===== src/rtl/mcore_mem_arbiter_if.sv =====
// Request/response bundle between the cel-engine clients and the single external
// memory port; the arbiter takes the master view, clients plus memory the slave view.
interface mcore_mem_arbiter_if #(
  parameter int DATA_WIDTH = 32,
  parameter int ADDR_WIDTH = 32,
  parameter int NUM_REQ    = 3
) ();
  logic [NUM_REQ-1:0]              s_req;
  logic [NUM_REQ*ADDR_WIDTH-1:0]   s_addr;
  logic [NUM_REQ-1:0]              s_we;
  logic [NUM_REQ*DATA_WIDTH-1:0]   s_wdata;
  logic [NUM_REQ*DATA_WIDTH/8-1:0] s_be;
  logic [NUM_REQ-1:0]              s_gnt;
  logic [NUM_REQ-1:0]              s_rsp_valid;
  logic [DATA_WIDTH-1:0]           s_rsp_rdata;
  logic                            s_rsp_error;

  logic                            mem_req;
  logic [ADDR_WIDTH-1:0]           mem_addr;
  logic                            mem_we;
  logic [DATA_WIDTH-1:0]           mem_wdata;
  logic [DATA_WIDTH/8-1:0]         mem_be;
  logic                            mem_gnt;
  logic                            mem_rsp_valid;
  logic [DATA_WIDTH-1:0]           mem_rsp_rdata;
  logic                            mem_rsp_error;

  modport master (
    input  s_req, s_addr, s_we, s_wdata, s_be,
    input  mem_gnt, mem_rsp_valid, mem_rsp_rdata, mem_rsp_error,
    output s_gnt, s_rsp_valid, s_rsp_rdata, s_rsp_error,
    output mem_req, mem_addr, mem_we, mem_wdata, mem_be
  );

  modport slave (
    output s_req, s_addr, s_we, s_wdata, s_be,
    output mem_gnt, mem_rsp_valid, mem_rsp_rdata, mem_rsp_error,
    input  s_gnt, s_rsp_valid, s_rsp_rdata, s_rsp_error,
    input  mem_req, mem_addr, mem_we, mem_wdata, mem_be
  );
endinterface


===== src/rtl/mcore_mem_arbiter.sv =====
// Round-robin arbiter sharing one in-order memory port among NUM_REQ requesters;
// an ID FIFO of granted requester indices routes each response back to its issuer.
module mcore_mem_arbiter #(
  parameter int DATA_WIDTH      = 32,
  parameter int ADDR_WIDTH      = 32,
  parameter int NUM_REQ         = 3,
  parameter int MAX_OUTSTANDING = 4
) (
  input  logic                aclk,
  input  logic                aresetn,
  mcore_mem_arbiter_if.master bus,
  output logic                busy,
  output logic                err_unexp_rsp
);
  localparam int SEL_W = (NUM_REQ > 1) ? $clog2(NUM_REQ) : 1;
  localparam int PTR_W = (MAX_OUTSTANDING > 1) ? $clog2(MAX_OUTSTANDING) : 1;
  localparam int CNT_W = PTR_W + 1;
  localparam int BE_W  = DATA_WIDTH / 8;

  typedef enum logic {ST_OPEN, ST_LOCKED} state_t;

  state_t             r_state, w_state_nxt;
  logic [SEL_W-1:0]   r_sel_lock, w_sel_lock_nxt;
  logic [SEL_W-1:0]   r_rr_ptr;
  logic [SEL_W-1:0]   w_sel_search, w_sel;
  logic               w_found;
  logic [SEL_W-1:0]   r_fifo [MAX_OUTSTANDING];
  logic [PTR_W-1:0]   r_wr_ptr, r_rd_ptr;
  logic [CNT_W-1:0]   r_count;
  logic               r_err;
  logic               w_full, w_empty, w_any_req, w_mem_req, w_push, w_pop;

  // First asserted request at or above the round-robin pointer, wrapping around.
  always_comb begin : p_search
    int idx;
    idx          = 0;
    w_sel_search = '0;
    w_found      = 1'b0;
    for (int k = 0; k < NUM_REQ; k++) begin
      idx = int'(r_rr_ptr) + k;
      if (idx >= NUM_REQ) idx = idx - NUM_REQ;
      if (!w_found && bus.s_req[idx]) begin
        w_found      = 1'b1;
        w_sel_search = SEL_W'(idx);
      end
    end
  end

  assign w_sel     = (r_state == ST_LOCKED) ? r_sel_lock : w_sel_search;
  assign w_full    = (r_count == CNT_W'(MAX_OUTSTANDING));
  assign w_empty   = (r_count == '0);
  assign w_any_req = |bus.s_req;
  // Fullness is the registered count only, so a same-cycle pop never frees a slot.
  assign w_mem_req = w_any_req & ~w_full;
  assign w_push    = w_mem_req & bus.mem_gnt;
  assign w_pop     = bus.mem_rsp_valid & ~w_empty;

  assign bus.mem_req     = w_mem_req;
  assign bus.mem_addr    = bus.s_addr[w_sel*ADDR_WIDTH +: ADDR_WIDTH];
  assign bus.mem_we      = bus.s_we[w_sel];
  assign bus.mem_wdata   = bus.s_wdata[w_sel*DATA_WIDTH +: DATA_WIDTH];
  assign bus.mem_be      = bus.s_be[w_sel*BE_W +: BE_W];
  assign bus.s_rsp_rdata = bus.mem_rsp_rdata;
  assign bus.s_rsp_error = bus.mem_rsp_error;

  always_comb begin
    bus.s_gnt = '0;
    if (w_push) bus.s_gnt[w_sel] = 1'b1;
  end

  always_comb begin
    bus.s_rsp_valid = '0;
    if (w_pop) bus.s_rsp_valid[r_fifo[r_rd_ptr]] = 1'b1;
  end

  // A stalled request freezes the selection until it is accepted.
  always_comb begin
    w_state_nxt    = r_state;
    w_sel_lock_nxt = r_sel_lock;
    case (r_state)
      ST_OPEN: begin
        if (w_mem_req && !bus.mem_gnt) begin
          w_state_nxt    = ST_LOCKED;
          w_sel_lock_nxt = w_sel_search;
        end
      end
      ST_LOCKED: begin
        if (w_push) w_state_nxt = ST_OPEN;
      end
      default: w_state_nxt = ST_OPEN;
    endcase
  end

  always_ff @(posedge aclk or negedge aresetn) begin
    if (!aresetn) begin
      r_state    <= ST_OPEN;
      r_sel_lock <= '0;
      r_rr_ptr   <= '0;
    end else begin
      r_state    <= w_state_nxt;
      r_sel_lock <= w_sel_lock_nxt;
      if (w_push) r_rr_ptr <= (w_sel == SEL_W'(NUM_REQ - 1)) ? '0 : w_sel + 1'b1;
    end
  end

  always_ff @(posedge aclk or negedge aresetn) begin
    if (!aresetn) begin
      r_wr_ptr <= '0;
      r_rd_ptr <= '0;
      r_count  <= '0;
      r_err    <= 1'b0;
    end else begin
      if (w_push) r_wr_ptr <= r_wr_ptr + 1'b1;
      if (w_pop)  r_rd_ptr <= r_rd_ptr + 1'b1;
      case ({w_push, w_pop})
        2'b10:   r_count <= r_count + 1'b1;
        2'b01:   r_count <= r_count - 1'b1;
        default: r_count <= r_count;
      endcase
      if (bus.mem_rsp_valid && w_empty) r_err <= 1'b1;
    end
  end

  always_ff @(posedge aclk) begin
    if (w_push) r_fifo[r_wr_ptr] <= w_sel;
  end

  assign busy          = ~w_empty | w_any_req;
  assign err_unexp_rsp = r_err;

  a_lock_req_held: assert property (@(posedge aclk) disable iff (!aresetn)
    (r_state == ST_LOCKED) |-> bus.s_req[r_sel_lock]);
endmodule


===== src/flat_wrapper.sv =====
// flat-port wrapper written by rule: the top's interface ports become plain ports
module mcore_mem_arbiter_flat 
#(
  parameter int DATA_WIDTH      = 32,
  parameter int ADDR_WIDTH      = 32,
  parameter int NUM_REQ         = 3,
  parameter int MAX_OUTSTANDING = 4
)
  (aclk, aresetn, busy, err_unexp_rsp, bus_s_req, bus_s_addr, bus_s_we, bus_s_wdata, bus_s_be, bus_mem_gnt, bus_mem_rsp_valid, bus_mem_rsp_rdata, bus_mem_rsp_error, bus_s_gnt, bus_s_rsp_valid, bus_s_rsp_rdata, bus_s_rsp_error, bus_mem_req, bus_mem_addr, bus_mem_we, bus_mem_wdata, bus_mem_be);
  mcore_mem_arbiter_if #(.DATA_WIDTH(DATA_WIDTH), .ADDR_WIDTH(ADDR_WIDTH), .NUM_REQ(NUM_REQ)) bus_i ();
  input  logic aclk;
  input  logic aresetn;
  output logic busy;
  output logic err_unexp_rsp;
  input wire logic [$bits(bus_i.s_req)-1:0] bus_s_req;
  input wire logic [$bits(bus_i.s_addr)-1:0] bus_s_addr;
  input wire logic [$bits(bus_i.s_we)-1:0] bus_s_we;
  input wire logic [$bits(bus_i.s_wdata)-1:0] bus_s_wdata;
  input wire logic [$bits(bus_i.s_be)-1:0] bus_s_be;
  input wire logic [$bits(bus_i.mem_gnt)-1:0] bus_mem_gnt;
  input wire logic [$bits(bus_i.mem_rsp_valid)-1:0] bus_mem_rsp_valid;
  input wire logic [$bits(bus_i.mem_rsp_rdata)-1:0] bus_mem_rsp_rdata;
  input wire logic [$bits(bus_i.mem_rsp_error)-1:0] bus_mem_rsp_error;
  output wire logic [$bits(bus_i.s_gnt)-1:0] bus_s_gnt;
  output wire logic [$bits(bus_i.s_rsp_valid)-1:0] bus_s_rsp_valid;
  output wire logic [$bits(bus_i.s_rsp_rdata)-1:0] bus_s_rsp_rdata;
  output wire logic [$bits(bus_i.s_rsp_error)-1:0] bus_s_rsp_error;
  output wire logic [$bits(bus_i.mem_req)-1:0] bus_mem_req;
  output wire logic [$bits(bus_i.mem_addr)-1:0] bus_mem_addr;
  output wire logic [$bits(bus_i.mem_we)-1:0] bus_mem_we;
  output wire logic [$bits(bus_i.mem_wdata)-1:0] bus_mem_wdata;
  output wire logic [$bits(bus_i.mem_be)-1:0] bus_mem_be;
  assign bus_i.s_req = bus_s_req;
  assign bus_i.s_addr = bus_s_addr;
  assign bus_i.s_we = bus_s_we;
  assign bus_i.s_wdata = bus_s_wdata;
  assign bus_i.s_be = bus_s_be;
  assign bus_i.mem_gnt = bus_mem_gnt;
  assign bus_i.mem_rsp_valid = bus_mem_rsp_valid;
  assign bus_i.mem_rsp_rdata = bus_mem_rsp_rdata;
  assign bus_i.mem_rsp_error = bus_mem_rsp_error;
  assign bus_s_gnt = bus_i.s_gnt;
  assign bus_s_rsp_valid = bus_i.s_rsp_valid;
  assign bus_s_rsp_rdata = bus_i.s_rsp_rdata;
  assign bus_s_rsp_error = bus_i.s_rsp_error;
  assign bus_mem_req = bus_i.mem_req;
  assign bus_mem_addr = bus_i.mem_addr;
  assign bus_mem_we = bus_i.mem_we;
  assign bus_mem_wdata = bus_i.mem_wdata;
  assign bus_mem_be = bus_i.mem_be;
  mcore_mem_arbiter #(.DATA_WIDTH(DATA_WIDTH), .ADDR_WIDTH(ADDR_WIDTH), .NUM_REQ(NUM_REQ), .MAX_OUTSTANDING(MAX_OUTSTANDING)) u_core (.aclk(aclk), .aresetn(aresetn), .bus(bus_i), .busy(busy), .err_unexp_rsp(err_unexp_rsp));
endmodule

===== config.mk =====
export PLATFORM = sky130hd
export DESIGN_NAME = mcore_mem_arbiter_flat
export DESIGN_NICKNAME = d
export VERILOG_FILES = /design/src/rtl/mcore_mem_arbiter_if.sv /design/src/rtl/mcore_mem_arbiter.sv /design/src/flat_wrapper.sv
export SDC_FILE = /design/constraint.sdc
export NUM_CORES = 1
export LEC_CHECK = 0
export ABC_CLOCK_PERIOD_IN_PS = 2850
export CAP_MARGIN = 20
export CORE_AREA = 2 2 138 140
export DETAILED_ROUTE_END_ITERATION = 16
export DIE_AREA = 0 0 140 142
export PLACE_DENSITY = 0.59
export REMOVE_ABC_BUFFERS = 1
export SYNTH_ARGS = -nofsm -noshare
export SYNTH_HDL_FRONTEND = slang
export SYNTH_SLANG_ARGS = --single-unit

===== constraint.sdc =====
create_clock -name aclk -period 2.85 [get_ports aclk]
set_input_delay 0.4275 -clock aclk [delete_from_list [all_inputs] [get_ports aclk]]
set_output_delay 0.4275 -clock aclk [all_outputs]
set_load 0.02 [all_outputs]

# Word-level counts from Yosys, hierarchy flattened

Memory sizes are Yosys's and may differ from the RTL's.
Index checks and enable logic that the tools add are counted.

Bits in registers: 13
Bits in writable memories: 8
Logic and storage cells: 88
Memories kept: 1
Output and inout port bits: 111
Input port bits: 247

Memory list:

| memory        | words | width | read ports | clocked after memory_dff | wr ports | RTL line                | source |
|---|---|---|---|---|---|---|---|
| u_core.r_fifo | 4     | 2     | 1          | 0                        | 1        | mcore_mem_arbiter.sv:27 | `logic [SEL_W-1:0] r_fifo [MAX_OUTSTANDING];` |

Mux-type cells: 33
Eq/ne operators: 4
Reduce and logical (&&, ||, !) cells: 13
Order comparisons: 10
Shift operators: 3
Add/subtract/negate cells: 10
Bitwise logic cells: 7

Operators by type and width:

| cell                                                  | count |
|---|---|
| variable part select 96 x 8 -> 32 bit                 | 2 |
| < comparator 32 x 4 -> 1 bit (second input constant)  | 3 |
| 2-to-1 mux 32 bit                                     | 3 |
| >= comparator 32 x 3 -> 1 bit (second input constant) | 2 |
| subtractor 32 x 3 -> 32 bit (second input constant)   | 2 |
| 2-to-1 mux 1 bit                                      | 15 |
| variable part select 12 x 5 -> 4 bit                  | 1 |
| 2-to-1 mux 2 bit                                      | 5 |
| binary-select mux 1 bit (select 2 bit)                | 4 |
| adder 2 x 1 -> 2 bit (second input constant)          | 3 |
| logical AND 1 bit                                     | 6 |
| < comparator 2 x 3 -> 1 bit (second input constant)   | 2 |
| 2-to-1 mux 3 bit                                      | 2 |
| one-hot mux 3 bit (2 select lines)                    | 1 |
| demux 1 bit (select 2 bit)                            | 2 |
| == test 2 bit (second input constant)                 | 2 |
| >= comparator 2 x 1 -> 1 bit (second input constant)  | 2 |
| adder 2 x 1 -> 3 bit (second input constant)          | 1 |
| adder 2 x 2 -> 3 bit (second input constant)          | 1 |
| adder 3 x 1 -> 3 bit (second input constant)          | 1 |
| AND 1 bit                                             | 3 |
| == test 3 bit (second input constant)                 | 1 |
| zero test 1 bit                                       | 3 |
| zero test 3 bit                                       | 1 |
| 10 further kinds                                      | 12 |

# Depth between registers and ports, before layout

Depth after elaboration: 18
Mapped depth: 13
Depth with buffers taken out: 10

# Worst setup path after synthesis

OpenSTA, ideal clock, no wires.

Path kind: flip-flop to output port
From: register u_core.r_rr_ptr[0]
To: output port bus_mem_addr[16]
Cell stages (with the launch flop): 14
Path buffers: 5
Arrival: 2.370 ns
Required time: 2.423 ns
Path slack: 0.053 ns
Path through: dfrtp_1 > inv_1 > ha_1 > buf_2 > nor3b_1 > o21ai_1 > a32oi_1 > a21boi_1 > buf_2 > and2_1 > buf_6 > buf_6 > buf_6 > o2bb2ai_1

Cells in the longest elaborated chain, start to end: 14
Elaborated cells on any way between the ends: 31
Those cells by class: add/sub (5); order compare (3); shift (1); mux (18); reduce/logical (4)

RTL lines:

| element                                                              | RTL line                 | source |
|---|---|---|
| start: declaration                                                   | mcore_mem_arbiter.sv:24  | `logic [SEL_W-1:0] r_rr_ptr;` |
| start signal: assignment                                             | mcore_mem_arbiter.sv:102 | `if (w_push) r_rr_ptr <= (w_sel == SEL_W'(NUM_REQ - 1)) ? '0 : w_sel + 1'b1;` |
| branches (longest 11 deep; another with subtractor 32 x 3 -> 32 bit) | -                        |  |
| 2-to-1 mux 2 bit (*)                                                 | mcore_mem_arbiter.sv:42  | `if (!w_found && bus.s_req[idx]) begin` |
| 2-to-1 mux 2 bit (*)                                                 | mcore_mem_arbiter.sv:49  | `assign w_sel = (r_state == ST_LOCKED) ? r_sel_lock : w_sel_search;` |
| variable part select 96 x 8 -> 32 bit (*)                            | mcore_mem_arbiter.sv:59  | `assign bus.mem_addr = bus.s_addr[w_sel*ADDR_WIDTH +: ADDR_WIDTH];` |
| end: declaration                                                     | flat_wrapper.sv:29       | `output wire logic [$bits(bus_i.mem_addr)-1:0] bus_mem_addr;` |

Every way passes the cells marked *. The select of a mux whose other input is x is not followed.

# Worst setup path in the final report

From: register u_core.r_rr_ptr[0]
To: output port bus_mem_addr[12]

The elaborated chain is that of the path after synthesis.

==> impl_metrics.ini <==
[drt]
highest_layer = met5
post_drt_via_cell_ratio = 4.469
avgRoutedWirePerCell_um = 21.26
drt-met1-wl_um = 7198
vias = 4009
first_pass_iteration_count_of_the_detailed_router = 13
initialDrtViolationCount = 92
dr_wl_met2_um = 9633
drc_errors = 5
route.antenna.remaining_nets = 0
met3RoutedLength_um = 1746
wl_um = 19070

[logic_synthesis]
post_synth_inst_count = 321
synth_seq_cells = 21
seq_area_frac_synth_pct = 19.05
postSynth.topFlopCell = dfrtp_1
share_of_flip_flops_with_an_asynchronous_set_or_reset_pct = 61.90
synthesis.area_per_instance_um2 = 9.250
ys_warn_count = 0
yosys.cell_types.count = 39
synth_edf_count = 8
synth_area_um2 = 2969

[pwr]
power.density_cell_area_nw_per_um2 = 1315
power.ir.vdd_worst_mv = 0.7579
leakagePower_nw = 3.324

[setup_path]
path_common_cell = buf_12
startpoint_type = register
slowest_stage = dfrtp_1
worst_r2r_path_depth = 13
cp.required_ns = 2.42
path_depth = 15
cp_slowest_stage_delay_ns = 0.40
path_cells = buf_6 -> ha_4 -> nand3b_1 -> o21a_1 -> a32oi_1 -> buf_4 -> a21boi_4 -> buf_12 -> buf_8 -> buf_12 -> buf_12 -> buf_4 -> mux2i_1 -> o2bb2ai_1 -> buf_2
worstReg2RegStart = u_core.r_rr_ptr[1]$_DFFE_PN0P_
crit_family = buffers and inverters
timing.reg2reg.setup_slack_ns = 0.42
regToRegEndpoint = u_core.r_fifo[1][1]$_DFFE_PP_
path_class = reg -> out
crit_path_to = bus_mem_addr[12]
cp-end-kind = output port
worst-path-buf-inv = 8
cp.arrival_ns = 2.81
worst_setup_path_startpoint = u_core.r_rr_ptr[0]$_DFFE_PN0P_
crit_path_max_fanout = 7

[timing]
timing.hold.ws_ns = 0.4538
worstMarginPinSlew_ns = 0.6378
timing.final.setup_violations = 71
postLayoutSetupSlackWorst_ns = -0.3885
pins_over_slew_limit = 0
fin_worst_skew_ns = 0.004368
max_clock_freq_mhz = 308.8
post-route-period-util_pct = 113.6
setup_repair_after_global_routing_missed_its_margin = true
max_slew_headroom_at_the_worst_pin_pct = 57.35
finalHoldViolCount = 0
final.min_clock_period_ns = 3.238

[run_status]
run_status = finished, violations left
failing_checks = design-rule violations, negative setup slack

[clock_network]
clock_latency_ns = 0.25
ctsRootBufferMaster = clkbuf_16
cts.path.max_buffers = 2
clock_tree_from_tritoncts = yes
cts_htree_levels = 1
cts_made_buffers = 3
cts_sinks = 21
clk_transition_reported_paths_ns = 0.06

[floorplanning]
chipHeight_um = 142
die-area_um2 = 19880
die-width_um = 140
placementRows = 50
design.portCount = 358
start_util_pct = 16.09
fp.coreArea_um2 = 18460

[global_routing]
antenna_found_initial = 0
grt_use_total_pct = 16.40
maximum_number_of_pins_on_one_net_before_global_route_repair = 46
vias_in_the_first_global_route = 4319
grt_first_pass_wirelength_um = 24890
grt_remaining_overflow = 0

[min_path]
worst_hold_path_type = reg -> reg

[placement]
place_congestion = 0.8293
port_buffers = 291
detailedPlace.worstSlack_ns = -0.7021
dp_hpwl_um = 13370

[finish]
sequential_cell_area_um2 = 566.8
diode_insertion_count_for_antenna_repair = 0
num-fill-cells = 1691
area_overhead_vs_synth_pct = 172.4
multiInputGateArea_um2 = 2798
nets = 921
share_of_layout_cells_above_drive_strength_1_pct = 41.18

[flow_run]
drv_cap = 0
==> worst min-delay path by stage <==
stage,start,endpoint,slack (ns),cells after the start
final,u_core.err_unexp_rsp$_DFFE_PN0P_,u_core.err_unexp_rsp$_DFFE_PN0P_,0.45,1
after global routing,u_core.err_unexp_rsp$_DFFE_PN0P_,u_core.err_unexp_rsp$_DFFE_PN0P_,0.49,1
after CTS,u_core.err_unexp_rsp$_DFFE_PN0P_,u_core.err_unexp_rsp$_DFFE_PN0P_,0.46,1
after detailed placement,u_core.err_unexp_rsp$_DFFE_PN0P_,u_core.err_unexp_rsp$_DFFE_PN0P_,0.44,1
after global placement,u_core.err_unexp_rsp$_DFFE_PN0P_,u_core.err_unexp_rsp$_DFFE_PN0P_,0.44,1
after floorplan,aresetn,async pin,0.13,0
==> synth_stat cells (8+ instances only) <==
master / number / share of area, %
buf_2: 15 / 2.5
buf_4: 34 / 8.6
clkbuf_1: 8 / 1.0
dfrtp_1: 13 / 11
edfxtp_1: 8 / 8.1
ha_1: 9 / 3.8
inv_1: 13 / 1.6
mux2i_1: 74 / 25
nand2_1: 10 / 1.3
nor2_1: 9 / 1.1
o21ai_0: 8 / 1.3
o2bb2ai_1: 69 / 20
==> what timing repair did <==
| item | 4_1_cts | 5_1_grt |
|---|---|---|
| gates resized for setup | 363 | 178 |
| gates cloned | 8 | 5 |
| endpoints found under the setup margin | 72 | 72 |
| setup buffers | 51 | 13 |
| pin swaps | 21 | 48 |
| hold buffers | 0 | 0 |
==> flip-flops by register name, indices dropped and copies added (netlist names), named ones only <==
name and flops:
u_core.r_wr_ptr 2, u_core.r_rd_ptr 2, u_core.r_sel_lock 2, u_core.err_unexp_rsp 1, u_core.r_count 3, u_core.r_fifo 8, u_core.r_rr_ptr 2
==> where the power goes <==
part	switching [mW]	leakage (nW)	internal (mW)
combinational	4.44	3.06	5.35
clock	0.108	0.0371	0.190
sequential	0.0922	0.227	0.458
==> kinds of logic (layout without fill, tap and decap cells) <==
kind of cell / count (synthesis) / after routing / synth area share [%]
buf+inv: 74 / 416 / 15.30
fa+ha+maj: 10 / 10 / 4.467
simple gates: 41 / 41 / 7.121
flops: 21 / 21 / 19.05
mux: 78 / 78 / 27.22
xor+xnor: 6 / 6 / 1.770
compound gates: 91 / 91 / 25.07
==> metal layers <==
metal / vias to the layer above / global-route usage [%]
li1: 1871 / -
met1: 1895 / 18.53
met2: 213 / 29.35
met3: 28 / 6.763
met4: 2 / 2.552
met5: - / 2.256
==> final cells by class <==
type	count	share of cell area, %
repair buffers	399	53.16
multi-input cells	226	34.59
flip-flops and latches	21	7.008
well taps	234	3.620
clock buffers	3	0.9282
inverters	13	0.6033
clock inverters	1	0.09282
==> through the flow <==
step / utilization (%) / total power, mW / cell area, µm² / TNS, ns / instances
2_1_floorplan: - / 3.326 / 2564 / -417.31 / 260
3_3_place_gp: 33.11 / 6.639 / 6111 / -41.19 / 820
3_5_place_dp: 33.11 / 6.713 / 6111 / -42.86 / 820
4_1_cts: 38.21 / 8.810 / 7052 / -23.52 / 883
5_1_grt: 43.82 / 11.19 / 8088 / -29.93 / 897
6_report: 43.82 / 10.64 / 8088 / -20.21 / 897
==> cell usage in the layout (no fill, tap or decap), drive strengths merged, types with 4 or more instances in the layout <==
master	netlist	layout
xnor2	4	4
edfxtp	8	8
o21ai	9	9
dfrtp	13	13
inv	13	13
o2bb2ai	69	69
mux2i	74	74
clkbuf	8	5
nor2	9	9
nand2	10	10
and3	4	4
clkdlybuf4s50	0	217
ha	9	9
buf	53	177
No activity file was read; power rests on OpenSTA's default activity.
